File: src/rtl/reset_source_if.sv
// reset_source_if
//   Bundles the reset-request front end's control inputs and status outputs.
//   master : the driver side (software/board model). It drives the requests
//            and watchdog configuration and observes the outputs.
//   slave  : reset_source itself.
//   Signals:
//     btn_n       raw asynchronous push button, active-low
//     sw_rst_req  software reset request, single-cycle pulse
//     wdt_en      watchdog enable (level)
//     wdt_kick    watchdog reload pulse
//     wdt_timeout watchdog reload value
//     cause_clr   clears rst_cause (pulse)
//     rst_req_n   registered active-low reset request
//     rst_cause   sticky cause bits {wdt, sw, btn, por}
//     wdt_count   current watchdog count
interface reset_source_if #(
  parameter int WDT_WIDTH = 24
);
  logic                 btn_n;
  logic                 sw_rst_req;
  logic                 wdt_en;
  logic                 wdt_kick;
  logic [WDT_WIDTH-1:0] wdt_timeout;
  logic                 cause_clr;
  logic                 rst_req_n;
  logic [3:0]           rst_cause;
  logic [WDT_WIDTH-1:0] wdt_count;

  modport master (
    output btn_n, sw_rst_req, wdt_en, wdt_kick, wdt_timeout, cause_clr,
    input  rst_req_n, rst_cause, wdt_count
  );

  modport slave (
    input  btn_n, sw_rst_req, wdt_en, wdt_kick, wdt_timeout, cause_clr,
    output rst_req_n, rst_cause, wdt_count
  );
endinterface

File: src/rtl/reset_source.sv
// reset_source
//   Merges power-on, debounced push button, watchdog expiry and software
//   requests into one registered active-low reset request with a minimum
//   low width, and keeps a sticky record of what caused each reset.
//   This block is reset only by power-on (rst_in), so the cause register and
//   the watchdog configuration survive the core resets it generates.
//   Ports:
//     clk    system clock
//     rst_in asynchronous active-low power-on reset
//     bus    reset_source_if.slave (requests in, rst_req_n/rst_cause/wdt_count out)
module reset_source #(
  parameter int DEBOUNCE_CNT = 50000,
  parameter int PULSE_CNT    = 16,
  parameter int WDT_WIDTH    = 24
) (
  input  logic         clk,
  input  logic         rst_in,
  reset_source_if.slave bus
);

  localparam int DB_W = (DEBOUNCE_CNT > 1) ? $clog2(DEBOUNCE_CNT) : 1;
  localparam int PC_W = (PULSE_CNT > 1) ? $clog2(PULSE_CNT) : 1;
  localparam logic [DB_W-1:0] DB_LAST = DB_W'(DEBOUNCE_CNT - 1);
  localparam logic [PC_W-1:0] PC_LAST = PC_W'(PULSE_CNT - 1);

  typedef enum logic {
    IDLE  = 1'b0,
    PULSE = 1'b1
  } state_t;

  // Button path
  logic            btn_meta_reg;
  logic            btn_s_reg;
  logic            btn_state_reg;
  logic            btn_state_d_reg;
  logic [DB_W-1:0] db_cnt_reg;
  logic            btn_evt;

  // Watchdog
  logic [WDT_WIDTH-1:0] wdt_count_reg;
  logic                 wdt_evt;
  logic                 wdt_reload;

  // Sequencer
  state_t          state_reg;
  logic [PC_W-1:0] pcnt_reg;
  logic            rst_req_n_reg;
  logic            trig;

  logic [3:0]      cause_reg;

  // Two-flop synchronizer; idles high (button released).
  always_ff @(posedge clk or negedge rst_in) begin
    if (!rst_in) begin
      btn_meta_reg <= 1'b1;
      btn_s_reg    <= 1'b1;
    end else begin
      btn_meta_reg <= bus.btn_n;
      btn_s_reg    <= btn_meta_reg;
    end
  end

  // A new level is accepted only after DEBOUNCE_CNT consecutive differing
  // samples; any agreeing sample restarts the count.
  always_ff @(posedge clk or negedge rst_in) begin
    if (!rst_in) begin
      btn_state_reg   <= 1'b1;
      btn_state_d_reg <= 1'b1;
      db_cnt_reg      <= '0;
    end else begin
      btn_state_d_reg <= btn_state_reg;
      if (btn_s_reg == btn_state_reg) begin
        db_cnt_reg <= '0;
      end else if (db_cnt_reg == DB_LAST) begin
        btn_state_reg <= btn_s_reg;
        db_cnt_reg    <= '0;
      end else begin
        db_cnt_reg <= db_cnt_reg + 1'b1;
      end
    end
  end

  // Press event: debounced level has just gone from released to pressed.
  assign btn_evt = btn_state_d_reg & ~btn_state_reg;

  // The count is held at the reload value while disabled, kicked, or while
  // the reset pulse is active, so a kick always beats an expiry.
  assign wdt_reload = ~bus.wdt_en | bus.wdt_kick | (state_reg == PULSE);
  assign wdt_evt    = ~wdt_reload & (wdt_count_reg == '0);

  always_ff @(posedge clk or negedge rst_in) begin
    if (!rst_in) begin
      wdt_count_reg <= '0;
    end else if (wdt_reload || wdt_evt) begin
      wdt_count_reg <= bus.wdt_timeout;
    end else begin
      wdt_count_reg <= wdt_count_reg - 1'b1;
    end
  end

  assign trig = btn_evt | wdt_evt | bus.sw_rst_req;

  // Pulse sequencer. Triggers seen during PULSE are ignored here; the pulse
  // is only stretched while the debounced button is still held.
  always_ff @(posedge clk or negedge rst_in) begin
    if (!rst_in) begin
      state_reg     <= PULSE;
      pcnt_reg      <= PC_LAST;
      rst_req_n_reg <= 1'b0;
    end else begin
      case (state_reg)
        IDLE: begin
          rst_req_n_reg <= 1'b1;
          if (trig) begin
            state_reg     <= PULSE;
            pcnt_reg      <= PC_LAST;
            rst_req_n_reg <= 1'b0;
          end
        end
        PULSE: begin
          rst_req_n_reg <= 1'b0;
          if (pcnt_reg != '0) begin
            pcnt_reg <= pcnt_reg - 1'b1;
          end else if (btn_state_reg) begin
            state_reg     <= IDLE;
            rst_req_n_reg <= 1'b1;
          end
        end
        default: begin
          state_reg     <= PULSE;
          pcnt_reg      <= PC_LAST;
          rst_req_n_reg <= 1'b0;
        end
      endcase
    end
  end

  // Sticky causes; a set in the same cycle as a clear wins. Bit 0 (por) is
  // only ever set by rst_in.
  always_ff @(posedge clk or negedge rst_in) begin
    if (!rst_in) begin
      cause_reg <= 4'b0001;
    end else begin
      cause_reg <= (bus.cause_clr ? 4'b0000 : cause_reg)
                 | {wdt_evt, bus.sw_rst_req, btn_evt, 1'b0};
    end
  end

  assign bus.rst_req_n = rst_req_n_reg;
  assign bus.rst_cause = cause_reg;
  assign bus.wdt_count = wdt_count_reg;

endmodule

File: src/flat_wrapper.sv
// flat-port wrapper written by rule: the top's interface ports become plain ports
module reset_source_flat 
#(
  parameter int DEBOUNCE_CNT = 50000,
  parameter int PULSE_CNT    = 16,
  parameter int WDT_WIDTH    = 24
)
  (clk, rst_in, bus_btn_n, bus_sw_rst_req, bus_wdt_en, bus_wdt_kick, bus_wdt_timeout, bus_cause_clr, bus_rst_req_n, bus_rst_cause, bus_wdt_count);
  reset_source_if #(.WDT_WIDTH(WDT_WIDTH)) bus_i ();
  input  logic clk;
  input  logic rst_in;
  input wire logic [$bits(bus_i.btn_n)-1:0] bus_btn_n;
  input wire logic [$bits(bus_i.sw_rst_req)-1:0] bus_sw_rst_req;
  input wire logic [$bits(bus_i.wdt_en)-1:0] bus_wdt_en;
  input wire logic [$bits(bus_i.wdt_kick)-1:0] bus_wdt_kick;
  input wire logic [$bits(bus_i.wdt_timeout)-1:0] bus_wdt_timeout;
  input wire logic [$bits(bus_i.cause_clr)-1:0] bus_cause_clr;
  output wire logic [$bits(bus_i.rst_req_n)-1:0] bus_rst_req_n;
  output wire logic [$bits(bus_i.rst_cause)-1:0] bus_rst_cause;
  output wire logic [$bits(bus_i.wdt_count)-1:0] bus_wdt_count;
  assign bus_i.btn_n = bus_btn_n;
  assign bus_i.sw_rst_req = bus_sw_rst_req;
  assign bus_i.wdt_en = bus_wdt_en;
  assign bus_i.wdt_kick = bus_wdt_kick;
  assign bus_i.wdt_timeout = bus_wdt_timeout;
  assign bus_i.cause_clr = bus_cause_clr;
  assign bus_rst_req_n = bus_i.rst_req_n;
  assign bus_rst_cause = bus_i.rst_cause;
  assign bus_wdt_count = bus_i.wdt_count;
  reset_source #(.DEBOUNCE_CNT(DEBOUNCE_CNT), .PULSE_CNT(PULSE_CNT), .WDT_WIDTH(WDT_WIDTH)) u_core (.clk(clk), .rst_in(rst_in), .bus(bus_i));
endmodule
File: config.mk
export PLATFORM = sky130hd
export DESIGN_NAME = reset_source_flat
export DESIGN_NICKNAME = d
export VERILOG_FILES = /design/src/rtl/reset_source_if.sv /design/src/rtl/reset_source.sv /design/src/flat_wrapper.sv
export SDC_FILE = /design/constraint.sdc
export NUM_CORES = 1
export LEC_CHECK = 0
export ABC_CLOCK_PERIOD_IN_PS = 3200
export CAP_MARGIN = 10
export CORE_UTILIZATION = 30
export CTS_CLUSTER_DIAMETER = 150
export DETAILED_ROUTE_END_ITERATION = 8
export MAX_ROUTING_LAYER = met4
export PLACE_DENSITY = 0.52
export SKIP_LAST_GASP = 1
export SLEW_MARGIN = 5
export SYNTH_ARGS = -nofsm -noshare
export SYNTH_HDL_FRONTEND = slang
export SYNTH_SLANG_ARGS = --single-unit
File: constraint.sdc
create_clock -name clk -period 3.2 [get_ports clk]
set_clock_uncertainty 0.15 [all_clocks]
set_input_delay 0.96 -clock clk [delete_from_list [all_inputs] [get_ports clk]]
set_output_delay 0.96 -clock clk [all_outputs]
set_load 0.05 [all_outputs]
## Word level (Yosys, flattened, before mapping)

Cells that the tools add are included.

| cells by class | value |
|---|---|
| add/subtract/negate cells | 3 |
| equal/unequal tests | 4 |
| mux-type cells | 15 |
| bitwise gates (word level) | 12 |
| reductions and logical operators | 5 |

Operators by type and width:

| kind | count |
|---|---|
| $mux W16 | 2 |
| $logic_not A24 Y1 | 1 |
| $mux W24 | 1 |
| $sub A24 B1 Y24 const B | 1 |
| $add A16 B1 Y16 const B | 1 |
| $eq A16 B16 Y1 const B | 1 |
| $mux W4 | 3 |
| $pmux W4 S2 | 1 |
| $mux W1 | 6 |
| $not A1 Y1 | 5 |
| $or A1 B1 Y1 | 4 |
| $or A4 B4 Y4 | 1 |
| $pmux W1 S2 | 2 |
| $reduce_and A2 Y1 | 2 |
| $reduce_bool A4 Y1 | 1 |
| $sub A4 B1 Y4 const B | 1 |
| $and A1 B1 Y1 | 2 |
| $ne A2 B1 Y1 const B | 1 |
| $ne A2 B2 Y1 const B | 1 |
| $eq A1 B1 Y1 | 1 |
| $logic_or A1 B1 Y1 | 1 |

| word-level totals | value |
|---|---|
| register bits | 54 |
| input bits | 31 |
| output and inout bits | 29 |

## Depth between registers and ports, before layout

| logic depth | value |
|---|---|
| depth in word-level cells | 9 |
| depth in mapped cells | 8 |

## Least setup slack after synthesis

OpenSTA, ideal clock, no wires.

| timing | value |
|---|---|
| path kind | reg-to-reg |
| from | register u_core.wdt_count_reg[10] (netlist: u_core.bus.wdt_count[10]) |
| to | register u_core.wdt_count_reg[0] (netlist: u_core.bus.wdt_count[0]) |
| setup time | 0.125 ns |
| arrival | 2.032 ns |
| required time | 2.925 ns |
| slack | 0.893 ns |
| stages on the path, launching flop included | 6 |
| clock period less this slack | 2.307 ns |
| path through | dfrtp_1 > or3_4 > nand4b_4 > o31a_2 > buf_6 > mux2_4 |

| between the ends | value |
|---|---|
| cells in the longest elaborated chain, start to end | 4 |

Ends and longest elaborated chain:

| element | RTL line | text |
|---|---|---|
| start, declared | reset_source.sv:40 | `logic [WDT_WIDTH-1:0] wdt_count_reg;` |
| start signal, assigned | reset_source.sv:95 | `wdt_count_reg <= bus.wdt_timeout;` |
| start signal, assigned | reset_source.sv:97 | `wdt_count_reg <= wdt_count_reg - 1'b1;` |
| $logic_not A24 Y1 | reset_source.sv:89 | `assign wdt_evt = ~wdt_reload & (wdt_count_reg == '0);` |
| $and A1 B1 Y1 | reset_source.sv:89 |  |
| $logic_or A1 B1 Y1 | reset_source.sv:94 | `end else if (wdt_reload \|\| wdt_evt) begin` |
| $mux W24 | reset_source.sv:94 |  |

No other way between the ends.
A chain may end at the register's enable or synchronous reset.

## Worst setup path after layout

| timing | value |
|---|---|
| from | register u_core.wdt_count_reg[4] (netlist: u_core.bus.wdt_count[4]) |
| to | output port bus_wdt_count[4] |

RTL lines:

| element | RTL line | text |
|---|---|---|
| end, declared | flat_wrapper.sv:20 | `output wire logic [$bits(bus_i.wdt_count)-1:0] bus_wdt_count;` |

No word-level cell between the ends.

==> qor.txt <==
======================================================================================
Number of buffers added for setup after CTS                                          0
RSZ-0062 raised after global routing                                                no
Cell breakdown of the critical path                                       clkdlybuf4s50_1
Share of power burned in combinational logic                                     0.146
Area share of fa/ha/maj cells after synthesis                                   0.0233
Count of instances resized after the clock tree is built                             0
Capture instance of the worst register-to-register path                   u_core.bus.wdt_count[15]
Critical-path maximum fanout                                                         6
Detailed-router iteration count before antenna repair                                4
Cell count after placement                                                         432
Worst r2r path cells                                                                 6
CP Launch Point                                                           u_core.bus.wdt_count[4]
Largest register FFs                                                                24
Net Switching                                                               0.000365 W
Post-synth ARST share                                                             1.00
Share of power burned in the clock network                                       0.315
Height of the chip                                                             96.7 um
TNS Setup                                                                         0 ns
Total number of clock tree sinks                                                    54
Post-synthesis sequential element count                                             54
Hpwl dp                                                                        4540 um
Critical Path End Type                                                    primary output
Total length of routed wires                                                   6090 um
Die area                                                                     9340 um^2
Slowest Stage Delay on Critical Path                                           0.87 ns
Core Rows                                                                           34
Clock latency reported for the late side of the worst-skew pair                0.31 ns
Post-synthesis compound-gate area fraction                                      0.0819
Number of flops mapped to enable cells by yosys                                      0
Number of antenna violations at the first check in global routing                    0
Initial Utilization                                                              0.310
Sequential share of the synthesized area                                         0.507
Fill cell total of the finished layout                                             886
Clock tree from TritonCTS                                                          yes
CTS clk-pin slew, worst paths                                                  0.10 ns
Stages on the worst setup path                                                       1
Maximum root-to-sink buffer count                                                    2
Largest family of logic cells by synthesized area                         simple AND/OR/NAND/NOR gates
Standby leakage power                                                          1.37 nW
PortBufs                                                                            59
YS warnings                                                                          0
IO Pins                                                                             60
Routability congestion estimate from global placement                            0.759
Kind of start point of the critical path                                     flip-flop
Count of unique library cells instantiated by Yosys                                 44
Synthesized-area fraction occupied by xor and xnor cells                         0.117
Average instance area after synthesis                                        10.0 um^2
Post-Layout Cell Count                                                             440
Critical Path RT                                                               2.09 ns
Max-slew violations                                                                  0
Gate Count Post-Synth                                                              268
TritonCTS Buffers                                                                    5
Area leader, netlist                                                      sky130_fd_sc_hd__dfrtp_1
Source of the worst register-to-register timing path                      u_core.bus.wdt_count[6]
Root buffer cell                                                          sky130_fd_sc_hd__clkbuf_8
Core box area                                                                8680 um^2
Remaining antenna violation count                                                    0
Inserted Diodes                                                                      0
Area share of the leading cell type in the synthesized netlist                   0.410
Number of global-route vias before repair                                         2223
Crit share post-route                                                            0.874
Leftover overflow at the end of global routing                                       0
Via/cell ratio                                                                    4.77
Worst-case vdd ir drop                                                        0.239 mV
Total number of H-tree levels                                                        2
Wire length of the first global-routing pass                                  10700 um
Kind of critical path                                                          reg2out
Tmin final                                                                     2.80 ns
Run status                                                                   completed
Total GRT Usage                                                                  0.143
Slew headroom                                                                    0.634
Fraction of power consumed by sequential logic                                   0.539
Multiplexer fraction of the synthesized cell area                               0.0135
Most used standard cell by instance count after synthesis                 sky130_fd_sc_hd__nor2_1
Cell types with the highest counts after synthesis                        sky130_fd_sc_hd__nor2_1 (55), sky130_fd_sc_hd__dfrtp_1 (44), sky130_fd_sc_hd__xnor2_1 (26)
Number of buffers added to fix hold violations after cts                             0
Slack of the worst reg-to-reg path                                             0.85 ns
Area growth from synthesis to layout                                             30.0%
PwrDens                                                                    389 nW/um^2
Syn_nets                                                                           304
Max-capacitance violation count                                                      0
Internal cell power                                                         0.000993 W
Share of total power consumed by net switching                                   0.269
Worst slew pin tran                                                           0.545 ns
Detailed Route Iter0 Violations                                                     56
Capturing element of the worst setup path                                 bus_wdt_count[4]
Maximum number of pins on one net before global-route repair                        31
Netlist area before placement                                                2690 um^2
Number of nets in the final layout                                                 367
Final-report setup violation count                                                   0
Maximum clock rate                                                             357 MHz
Worst min-delay path class                                                     reg2reg
Simple-gate portion of the synthesized area                                      0.221
Average wire per standard cell                                                 13.8 um
Die Span X                                                                     96.7 um
Buf/Inv on CP                                                                        1
Commonest register cell after synthesis                                   sky130_fd_sc_hd__dfrtp_1
Worst endpoint data arrival time                                               1.69 ns
Final hold violation count                                                           0
Cell types with the largest area share after synthesis                    sky130_fd_sc_hd__dfrtp_1 (41%), sky130_fd_sc_hd__dfstp_2 (9.8%), sky130_fd_sc_hd__xnor2_1 (8.5%)
Routed via count                                                                  2098
Pwr Total                                                                    0.00136 W
Top delay family on crit path                                             buffers and inverters
DR DRC count                                                                         0
Layout cells sized above 1                                                      0.0934
Library cell contributing the largest single delay on the critical path   sky130_fd_sc_hd__clkdlybuf4s50_1
======================================================================================
==> metal layers <==
layer | part of all wire | vias up | track usage
met5 | 0 | - | -
met4 | 0.0081 | 0 | 0.0379
met3 | 0.030 | 5 | 0.0246
met2 | 0.48 | 49 | 0.231
met1 | 0.49 | 1006 | 0.186
li1 | - | 1038 | -
==> how the worst min path moves through the flow <==
stage                             endpoint  depth (start not counted)           startpoint  slack [ns]
final                     u_core.btn_s_reg                          0  u_core.btn_meta_reg        0.21
after detailed placement  u_core.btn_s_reg                          0  u_core.btn_meta_reg        0.20
after floorplan           u_core.btn_s_reg                          0  u_core.btn_meta_reg        0.20
after global routing      u_core.btn_s_reg                          0  u_core.btn_meta_reg        0.22
after CTS                 u_core.btn_s_reg                          0  u_core.btn_meta_reg        0.22
after global placement    u_core.btn_s_reg                          0  u_core.btn_meta_reg        0.20
==> per-stage QoR <==
step	setup slack (ns)	area (um^2)	util	hold slack, ns
2_1_floorplan	0.893	2690	-	0.195
3_3_place_gp	0.531	3390	0.391	0.198
3_5_place_dp	0.481	3390	0.391	0.201
4_1_cts	0.399	3490	0.403	0.216
5_1_grt	0.334	3490	0.403	0.222
6_report	0.402	3490	0.403	0.214
==> kinds of logic after synthesis <==
group | Yosys count
compound gates | 37
xor+xnor | 36
fa+ha+maj | 5
buf+inv | 17
flops | 54
mux | 3
simple gates | 116
==> final cells by class <==
type | instances | area, um^2 | share of cell area
tap | 108 | 135 | 0.0387
multi-input combinational | 197 | 1230 | 0.352
inverter | 11 | 41.3 | 0.0118
timing repair buffer | 62 | 621 | 0.178
clock buffer | 7 | 97.6 | 0.0279
sequential | 54 | 1360 | 0.390
clock inverter | 1 | 6.26 | 0.00179
==> cell usage in the layout, fill, tap and decap left out, drive strengths merged, types with 9 or more instances in the layout <==
master,instances
clkdlybuf4s50,58
a21oi,23
dfstp,10
nand3,10
inv,12
dfrtp,44
nor3,14
nor2,55
xnor2,26
nand2,9
xor2,10
==> power by group through the flow <==
stage	Sequential, W	Combinational, W	Clock [W]
after global placement	0.000745	0.000199	0
after detailed placement	0.000745	0.000200	0
after global routing	0.000736	0.000213	0.000477
after floorplan	0.000797	0.0000450	0
final	0.000732	0.000198	0.000428
after CTS	0.000732	0.000201	0.000447
(Power assumes the default switching activity.)
